[config.mk]
export PLATFORM = sky130hd
export DESIGN_NAME = rpn_prog_loader
export DESIGN_NICKNAME = d
export VERILOG_FILES = /design/src/rtl/rpn_prog_loader.sv
export SDC_FILE = /design/constraint.sdc
export NUM_CORES = 1
export LEC_CHECK = 0
export CAP_MARGIN = 5
export CORE_ASPECT_RATIO = 1.5
export CORE_UTILIZATION = 49
export DETAILED_ROUTE_END_ITERATION = 7
export PLACE_DENSITY = 0.9
export SETUP_SLACK_MARGIN = 0.15
export SYNTH_ARGS = -nofsm -noshare
export SYNTH_HDL_FRONTEND = slang
export SYNTH_SLANG_ARGS = --single-unit
[constraint.sdc]
create_clock -name CLOCK_50 -period 1.7 [get_ports CLOCK_50]
set_clock_uncertainty 0.1 [all_clocks]
set_input_delay 0.34 -clock CLOCK_50 [delete_from_list [all_inputs] [get_ports CLOCK_50]]
set_output_delay 0.34 -clock CLOCK_50 [all_outputs]
set_load 0.03 [all_outputs]
[src/rtl/rpn_prog_loader.sv]
// Program-memory write side: debounces KEY, writes SW data to sequential addresses while in load mode.
// Latency: key_n low at edge k -> wr_en at edge k+DEBOUNCE_CYCLES+3; no backpressure (memory always accepts).
module rpn_prog_loader #(
  parameter int ADDR_W          = 8,
  parameter int DATA_W          = 8,
  parameter int DEPTH           = 256,
  parameter int DEBOUNCE_CYCLES = 4
) (
  input  logic              CLOCK_50,
  input  logic              rst_n,
  input  logic              load_en,
  input  logic              key_n,
  input  logic [DATA_W-1:0] data_in,
  output logic              wr_en,
  output logic [ADDR_W-1:0] wr_addr,
  output logic [DATA_W-1:0] wr_data,
  output logic [ADDR_W:0]   prog_len,
  output logic              full,
  output logic              busy,
  output logic              done
);

  localparam int CNT_W = (DEBOUNCE_CYCLES > 1) ? $clog2(DEBOUNCE_CYCLES) : 1;
  localparam logic [CNT_W-1:0] CNT_LAST = CNT_W'(DEBOUNCE_CYCLES - 1);
  localparam logic [ADDR_W:0]  LEN_MAX  = (ADDR_W + 1)'(DEPTH);

  typedef enum logic [1:0] {IDLE, LOAD, DONE} state_t;

  state_t            state_q, state_d;
  logic              key_meta_q, key_s_q;
  logic              deb_q, deb_d, deb_prev_q, press_q;
  logic [CNT_W-1:0]  cnt_q, cnt_d;
  logic [DATA_W-1:0] cap_q, cap_d;
  logic              wr_en_q, wr_en_d;
  logic [ADDR_W-1:0] wr_addr_q, wr_addr_d;
  logic [DATA_W-1:0] wr_data_q, wr_data_d;
  logic [ADDR_W:0]   len_q, len_d;

  // Debouncer: the switch data is latched on the same edge the debounced level falls.
  always_comb begin
    deb_d = deb_q;
    cnt_d = '0;
    cap_d = cap_q;
    if (key_s_q != deb_q) begin
      if (cnt_q == CNT_LAST) begin
        deb_d = key_s_q;
        if (!key_s_q) cap_d = data_in;
      end else begin
        cnt_d = cnt_q + 1'b1;
      end
    end
  end

  always_ff @(posedge CLOCK_50 or negedge rst_n) begin
    if (!rst_n) begin
      key_meta_q <= 1'b1;
      key_s_q    <= 1'b1;
      deb_q      <= 1'b1;
      deb_prev_q <= 1'b1;
      cnt_q      <= '0;
      press_q    <= 1'b0;
      cap_q      <= '0;
    end else begin
      key_meta_q <= key_n;
      key_s_q    <= key_meta_q;
      deb_q      <= deb_d;
      deb_prev_q <= deb_q;
      cnt_q      <= cnt_d;
      press_q    <= deb_prev_q & ~deb_q;
      cap_q      <= cap_d;
    end
  end

  always_ff @(posedge CLOCK_50 or negedge rst_n) begin
    if (!rst_n) state_q <= IDLE;
    else        state_q <= state_d;
  end

  always_comb begin
    state_d = state_q;
    case (state_q)
      IDLE:    if (load_en) state_d = LOAD;
      LOAD:    if (!load_en) state_d = DONE;
      DONE:    state_d = IDLE;
      default: state_d = IDLE;
    endcase
  end

  // A press pending on the edge load_en drops is still written before leaving LOAD.
  always_comb begin
    busy      = (state_q == LOAD);
    done      = (state_q == DONE);
    wr_en_d   = 1'b0;
    wr_addr_d = wr_addr_q;
    wr_data_d = wr_data_q;
    len_d     = len_q;
    if (state_q == IDLE && load_en) len_d = '0;
    if (state_q == LOAD && press_q && len_q < LEN_MAX) begin
      wr_en_d   = 1'b1;
      wr_addr_d = len_q[ADDR_W-1:0];
      wr_data_d = cap_q;
      len_d     = len_q + 1'b1;
    end
  end

  always_ff @(posedge CLOCK_50 or negedge rst_n) begin
    if (!rst_n) begin
      wr_en_q   <= 1'b0;
      wr_addr_q <= '0;
      wr_data_q <= '0;
      len_q     <= '0;
    end else begin
      wr_en_q   <= wr_en_d;
      wr_addr_q <= wr_addr_d;
      wr_data_q <= wr_data_d;
      len_q     <= len_d;
    end
  end

  assign wr_en    = wr_en_q;
  assign wr_addr  = wr_addr_q;
  assign wr_data  = wr_data_q;
  assign prog_len = len_q;
  assign full     = (len_q == LEN_MAX);

endmodule

Word level (Yosys, flattened, before mapping)
Index checks and enable logic that the tools add are counted.
{ "totals": {"ff_bits": 43, "out_inout_bits": 29} }
{ "op_classes": {"mux": 8, "n_addsub": 2, "n_reduce_logical": 8, "n_eq_ne": 7, "n_lt_le_gt_ge": 1, "bitwise": 3} }
{ "op_table": {"columns": ["cell", "count"], "rows": [
  ["two-way mux 9 bit", 2],
  ["adder 9 x 1 -> 9 bit, second input constant", 1],
  ["== test 9 bit, second input constant", 1],
  ["< comparator 9 bit, second input constant", 1],
  ["two-way mux 2 bit", 4],
  ["== test 2 bit, second input constant", 2],
  ["!= test 2 bit, second input constant", 2],
  ["case mux 2 bit (2 select lines)", 1],
  ["AND reduction 2 bit", 2],
  ["logical AND 1 bit", 3],
  ["AND reduction 3 bit", 1],
  ["adder 2 x 1 -> 2 bit, second input constant", 1],
  ["== test 2 x 1 -> 1 bit, second input constant", 1],
  ["logical NOT 2 bit", 1],
  ["NOT 1 bit", 2],
  ["nonzero test 2 bit", 1],
  ["AND 1 bit", 1],
  ["two-way mux 1 bit", 1],
  ["!= test 1 bit", 1]
]} }

Longest topological paths before layout
Gate-level depths: netlist (run 1).
{ "depth": {"depth_word": 4, "depth_mapped": 5, "depth_no_buf": 4} }

Least setup slack after synthesis (run 1)
No wires, ideal clock.
{ "synth_path": {"path_type": "register -> output", "from": "register len_q[3] (netlist: prog_len[3])", "to": "output full", "path_slack_ns": -0.722, "arrival_time_ns": 1.982, "path_stages_with_launch": 4, "required_time_ns": 1.260, "n_path_buf": 1, "cell_sequence": "dfrtp_1 > clkbuf_1 > or4_1 > nor4_1"} }
{ "synth_between": {"elab_chain_cells": 1} }
{ "synth_lines": {"columns": ["element", "line", "source"], "rows": [
  ["from (decl)", "37", "logic [ADDR_W:0] len_q, len_d;"],
  ["from (signal assigned)", "116", "len_q <= len_d;"],
  ["== test 9 bit", "124", "assign full = (len_q == LEN_MAX);"],
  ["to (decl)", "18", "output logic full,"]
]} }
No other way between the ends.

Worst setup path after layout (run 1)
Ends and elaborated chain as after synthesis.

==> summary.md, run 1 <==
| Metric | Value |
|---|---|
| Total power density per cell area | 1330 mW/mm² |
| Slowest library cell on the worst path | sky130_fd_sc_hd__or4_4 |
| Net count of the finished layout | 234 |
| Result of the run | finished with violations |
| Layout cell share with drive strength beyond 1 | 0.292 |
| Vias in the first global route | 1294 |
| Synthesized instance count | 158 |
| Share of async-settable or async-resettable flops after synthesis | 1.00 |
| Placed wire-length estimate | 2480 µm |
| Post-route setup slack | -0.304 ns |
| Arrival time at the worst endpoint | 1.56 ns |
| Max-cap violations | 0 |
| Number of flip-flops and latches in the synthesized netlist | 43 |
| Measured slew at the worst slew-check pin | 0.391 ns |
| Crit path required time | 1.26 ns |
| Number of buffers inserted by port buffering | 40 |
| GR Overflow Total | 0 |
| Area grow syn2layout | 38.0% |
| Leading register cell type out of synthesis | sky130_fd_sc_hd__dfrtp_1 |
| Mean instance size in the synthesized netlist | 11.1 µm² |
| # rows | 26 |
| Worst hold slack after final layout | 0.260 ns |
| Syn Nets | 174 |
| Die boundary width | 50.8 µm |
| VDD IR-drop max | 1020 µV |
| Final Hold Violating Endpoints | 0 |
| Pre-CTS worst setup slack | -0.172 ns |
| Cells along the critical path | or4_4 -> nor4_4 -> buf_4 |
| DR iter-0 viols | 44 |
| Leakage power | 1.19 nW |
| Number of distinct library cells after synthesis | 32 |
| Clock-pin slew of the registers on the worst-case setup and hold paths | 0.08 ns |
| Starting Density | 0.512 |
| Endpoint class of the critical path | primary output |
| CTS tree | built |
| Detail-routed net length per standard cell | 14.1 µm |
| Wire length of the first global-routing pass | 5820 µm |
| Antenna violations before repair | 0 |
| Overall fraction of global-route tracks in use | 0.210 |
| Deepest clock path buffer count | 2 |
| Count of yosys warnings during synthesis | 0 |
| Clock period minus worst slack | 2.00 ns |
| Antenna diode count | 0 |
| Pin count of the biggest net entering global routing | 29 |
| Post-Syn Area | 0.00175 mm² |
| Hold/Removal Path Class | reg -> reg |
| Share of the yosys chip area belonging to registers | 0.618 |
| Design area | 0.00242 mm² |
| Total Wirelength | 3680 µm |
| Number of vias per cell after detailed routing | 5.30 |
| Remaining routing DRC violations | 0 |
| Crit path buf inv count | 1 |
| RePlAce Congestion | 0.809 |
| Total core area | 0.00342 mm² |
| Detailed-routing iteration count for the pre-antenna-repair pass | 4 |
| Portion of the clock cycle consumed by the worst path in the final layout | 1.18 |
| Setup total negative slack | -0.304 ns |
| Count of flip-flops with a built-in enable after synthesis | 0 |
| Number of CTS-inserted buffers | 5 |
| Max Clock Freq | 499 MHz |
| H-tree lvl count | 2 |
| Via count | 1384 |
| Post-DRT Antenna Nets | 0 |
| Count of boundary I/O pins | 41 |
| Die Area | 0.00382 mm² |
| Final Max Tran Viols | 0 |
| Setup repair after global routing missed its margin | yes |
| CP Class | reg -> out |
| Clock insertion delay at the later pin of the skew report | 0.29 ns |
| Number of clock sinks seen by CTS | 43 |
| Critical path fanouts, max | 2 |
| Post-DP Area | 0.00228 mm² |
| Dominant delay contributor by cell family on the critical path | simple AND/OR/NAND/NOR gates |
| Critical Path Start Type | flip-flop |
| Number of setup violations in the final report | 1 |
| Vertical die dimension | 75.2 µm |
| Failing checks | negative setup slack |
| Buffer cell driving the clock tree root | sky130_fd_sc_hd__clkbuf_8 |
| CP peak stage delay | 0.54 ns |
| Rel. slew slack | 0.740 |
==> where the power goes <==
group | internal [W] | leakage [nW] | switching (W)
Combinational | 0.000432 | 0.613 | 0.000657
Sequential | 0.00134 | 0.538 | 0.000179
Clock | 0.000288 | 0.0422 | 0.000320
Total | 0.00206 | 1.19 | 0.00116
==> layout make-up <==
cell class                 instances  area (µm²)
sequential                        43        1090
fill                             269        1000
clock buffer                       7        76.3
multi-input combinational        104         666
inverter                           6        27.5
clock inverter                     1        5.00
tap                               42        52.6
timing repair buffer              58         499
==> per-stage QoR <==
stage | cells | total power (W) | util
CTS | 255 | 0.00322 | 0.688
detailed placement | 245 | 0.00271 | 0.667
floorplan | 158 | 0.00221 | -
global route | 261 | 0.00342 | 0.707
finish | 261 | 0.00322 | 0.707
global placement | 245 | 0.00266 | 0.667
==> flip-flops by register name, summed over array words and instances, names as in the netlist <==
name / count
key_s_q: 1
cnt_q: 2
wr_en: 1
wr_data: 8
deb_q: 1
key_meta_q: 1
wr_addr: 8
state_q: 2
cap_q: 8
deb_prev_q: 1
prog_len: 9
press_q: 1
==> layout by cell type (no fill, tap or decap), types with 2 or more instances in the layout <==
cell	count
sky130_fd_sc_hd__dfrtp_1	32
sky130_fd_sc_hd__clkbuf_8	5
sky130_fd_sc_hd__nand4_1	2
sky130_fd_sc_hd__mux2_2	9
sky130_fd_sc_hd__o21ai_0	8
sky130_fd_sc_hd__a31oi_1	2
sky130_fd_sc_hd__inv_1	5
sky130_fd_sc_hd__dlygate4sd2_1	18
sky130_fd_sc_hd__clkbuf_2	2
sky130_fd_sc_hd__dfrtp_2	7
sky130_fd_sc_hd__clkbuf_1	2
sky130_fd_sc_hd__buf_4	17
sky130_fd_sc_hd__buf_6	3
sky130_fd_sc_hd__nor2b_1	4
sky130_fd_sc_hd__ha_1	4
sky130_fd_sc_hd__clkdlybuf4s50_1	10
sky130_fd_sc_hd__nand2_1	50
sky130_fd_sc_hd__dfstp_2	4
sky130_fd_sc_hd__nor3_1	2
sky130_fd_sc_hd__buf_2	4
sky130_fd_sc_hd__clkdlybuf4s15_1	2
sky130_fd_sc_hd__nand2_2	2
sky130_fd_sc_hd__a41oi_1	2
sky130_fd_sc_hd__nand3_1	2
==> synth_stat cells, types with 2 or more instances <==
master | number | area share
sky130_fd_sc_hd__dfrtp_1 | 39 | 0.56
sky130_fd_sc_hd__nor3_1 | 2 | 0.0057
sky130_fd_sc_hd__inv_1 | 5 | 0.011
sky130_fd_sc_hd__nor2b_1 | 5 | 0.018
sky130_fd_sc_hd__dfstp_2 | 4 | 0.060
sky130_fd_sc_hd__buf_2 | 3 | 0.0086
sky130_fd_sc_hd__nand4_1 | 2 | 0.0071
sky130_fd_sc_hd__nand3_1 | 2 | 0.0057
sky130_fd_sc_hd__clkbuf_1 | 2 | 0.0043
sky130_fd_sc_hd__mux2_2 | 9 | 0.058
sky130_fd_sc_hd__a41oi_1 | 2 | 0.010
sky130_fd_sc_hd__o21ai_0 | 8 | 0.023
sky130_fd_sc_hd__a31oi_1 | 2 | 0.0071
sky130_fd_sc_hd__ha_1 | 4 | 0.029
sky130_fd_sc_hd__nand2_1 | 52 | 0.11
==> per-layer routing <==
layer  up-vias  track usage  part of all wire
met5         -            0                 0
met4         0       0.0833             0.021
met3         9       0.0606             0.042
met2        40        0.363              0.56
met1       683        0.246              0.38
li1        652            -                 -
==> kinds of logic (layout without fill, tap and decap cells) <==
family,count (synthesis),count (layout),share of synthesized area
and+or+nand+nor,71,72,0.192
adders and majority gates,4,4,0.0286
muxes,10,10,0.0636
AOI/OAI and AO/OA,18,18,0.0658
DFF,43,43,0.618
buffers and inverters,12,72,0.0322
==> final timing paths <==
kind                        startpoint           to  slack [ns]  cells past startpoint
setup / recovery           prog_len[3]         full       -0.30                      3
hold / removal              key_meta_q      key_s_q        0.26                      0
setup reg to reg            state_q[1]  prog_len[3]        0.14                      3
hold reg to reg             key_meta_q      key_s_q        0.26                      0
max in group asynchronous        rst_n   key_meta_q        0.53                      3
min in group asynchronous        rst_n   wr_addr[1]        0.42                      2
==> timing repair <==
item	CTS	global route
endpoints found under the setup margin	37	11
hold endpoints to repair	15	0
resized for setup	51	12
hold buffers	1	0
setup buffers	1	5
pin swaps	2	1
gates cloned	0	1
(Power assumes the default switching activity.)
==> run 2, diff against run 1 <==
CAP_MARGIN = unset   (was 5)
==> results of run 2 <==
Same layout as run 1: the final DEF is identical, and so are final timing and power.
==> patch (settings of run 2) <==
Make the reset (`rst_n`) synchronous in 3 clocked blocks.
--- a/src/rtl/rpn_prog_loader.sv
+++ b/src/rtl/rpn_prog_loader.sv
@@ -51,7 +51,7 @@
     end
   end
 
-  always_ff @(posedge CLOCK_50 or negedge rst_n) begin
+  always_ff @(posedge CLOCK_50) begin
     if (!rst_n) begin
       key_meta_q <= 1'b1;
       key_s_q    <= 1'b1;
@@ -71,7 +71,7 @@
     end
   end
 
-  always_ff @(posedge CLOCK_50 or negedge rst_n) begin
+  always_ff @(posedge CLOCK_50) begin
     if (!rst_n) state_q <= IDLE;
     else        state_q <= state_d;
   end
@@ -103,7 +103,7 @@
     end
   end
 
-  always_ff @(posedge CLOCK_50 or negedge rst_n) begin
+  always_ff @(posedge CLOCK_50) begin
     if (!rst_n) begin
       wr_en_q   <= 1'b0;
       wr_addr_q <= '0;
Formal check against the unedited RTL: differs if rst_n is asserted again (counterexample within 4 cycles, from zero or initial values and one cycle with rst_n low); with rst_n held inactive, the same outputs for 10 cycles.
==> patch against run 2 <==
The run still ends with negative setup slack left. Routed wire length increased by 8.8%. Worst setup slack improved by 67 ps. Design area decreased by 3.2%. Utilization increased by 3.3 points. Synthesized area decreased by 6.4%. Sequential cell count unchanged. Non-clock buffer count increased by 2.
Power is not compared: it rests on default switching activity, and its combinational part moved more than twofold at a synthesized area within 25%.
==> patch: results (changes against run 2) <==
Global route
  – First-pass GRT wire length: 6250 µm (+7.5%)
  – Largest net degree at the start of global routing: 20 (-31%)
  – GRT Util Overall: 23.6% (+2.6 points)
  – Initial antenna violation count: 0 (unchanged)
  – Vias in the first global route: 1448 (+12%)

Final layout
  – Layout Nets: 262 (+12%)
  – Max reg flops: 9 (unchanged)
  – # diodes: 0 (unchanged)
  – Share of cells above drive strength 1: 20.6% (-8.6 points)

Clocking
  – Clock-pin slew on the worst setup and hold paths: 80 ps (about the same)

Worst setup path
  – Critical Path AT: 1500 ps (-60 ps)
  – Crit path max fanout: 2 (unchanged)

Place
  – I/O Buffers: 40 (unchanged)
  – Pre-CTS WS: -125 ps (+47.2 ps)
  – Detail Placement HPWL: 2540 µm (+2.3%)
  – Routability cong.: 0.794 (-1.9%)

Synthesis
  – Top_reg_cell synth: dfxtp_1
  – Post-synth top cells: nand2_1 (49), dfxtp_1 (43), a21oi_1 (28), nand3_1 (14), clkbuf_1 (10)
  – Part of the Yosys area used for sequential elements: 52.5% (-9.2 points)
  – Yosys cell types: 30 (-6.3%)
  – Syn nets: 208 (+20%)
  – Top post-synthesis cells by area: dfxtp_1 (53%), nand2_1 (11%), a21oi_1 (8.5%), nand3_1 (4.3%), ha_1 (3.1%)
  – Ys async rst share: 0% (-100 points)

Detailed routing
  – Wire per inst: 14.0 µm (-1.1%)
  – DRT iter0 DRCs: 68 (+55%)
  – Vias: 1552 (+12%)

Outcome
  – Failing checks: negative setup slack
  – Status: complete, but fails checks

Timing
  – Worst Setup Slack, final: -236 ps (+67.2 ps)
  – Setup-failing EPs final: 1 (unchanged)
  – Slew @ Worst Pin: 323 ps (-68.0 ps)
-- patch: final timing paths --
kind | start | to | slack, ps | cells after the start
min | key_meta_q | key_s_q | 320 | 1
max reg2reg | prog_len[3] | prog_len[5] | 210 | 4
min reg2reg | key_meta_q | key_s_q | 320 | 1
max | prog_len[5] | full | -240 | 3
-- patch: cell families after synthesis --
kind of cell / count (synthesis) / share of synthesized area, %
adder cells (fa/ha/maj): 4 / 3.05
AND/OR/NAND/NOR: 88 / 25.8
buffers and inverters: 18 / 4.35
flip-flops: 43 / 52.5
multiplexers: 2 / 1.22
AO/OA/AOI/OAI: 37 / 13.1
-- patch: power breakdown --
| part | switching (mW) | internal [mW] |
|---|---|---|
| logic | 0.0395 | 0.0454 |
| clock network | 0.339 | 0.475 |
| registers | 0.00434 | 1.01 |
| total | 0.383 | 1.53 |
-- patch: timing repair --
item                                    4_1_cts  5_1_grt
pin swaps                                     1        1
gates resized for setup                      47       12
endpoints found under the setup margin       30       13
setup buffers                                 0        2
hold buffers                                  0        0
-- patch: metal layers --
metal / wire [µm] / up-vias / track usage, %
li1: - / 757 / -
met1: 1600 / 731 / 25.9
met2: 2110 / 54 / 39.1
met3: 163 / 10 / 7.08
met4: 125 / 0 / 15.7
met5: 0 / - / 0
-- patch: area by class of cell --
type,instances,area [µm²]
Timing Repair Buffer,60,523
Clock buffer,6,82.6
Fill cell,242,821
Tap cell,40,50.0
Clock inverter,2,35.0
Inverter,5,18.8
Sequential cell,43,872
Multi-Input combinational cell,131,757
-- patch: per-stage QoR --
| stage | utilization (%) | area (µm²) | std cells | power (mW) | setup TNS, ps |
|---|---|---|---|---|---|
| global route | 74.0 | 2340 | 287 | 1.97 | -283 |
| global placement | 69.9 | 2210 | 277 | 1.12 | -281 |
| finish | 74.0 | 2340 | 287 | 1.91 | -236 |
| detailed placement | 69.9 | 2210 | 277 | 1.12 | -641 |
| CTS | 73.3 | 2310 | 285 | 1.91 | -245 |
| floorplan | - | 1680 | 192 | 1.07 | -117 |
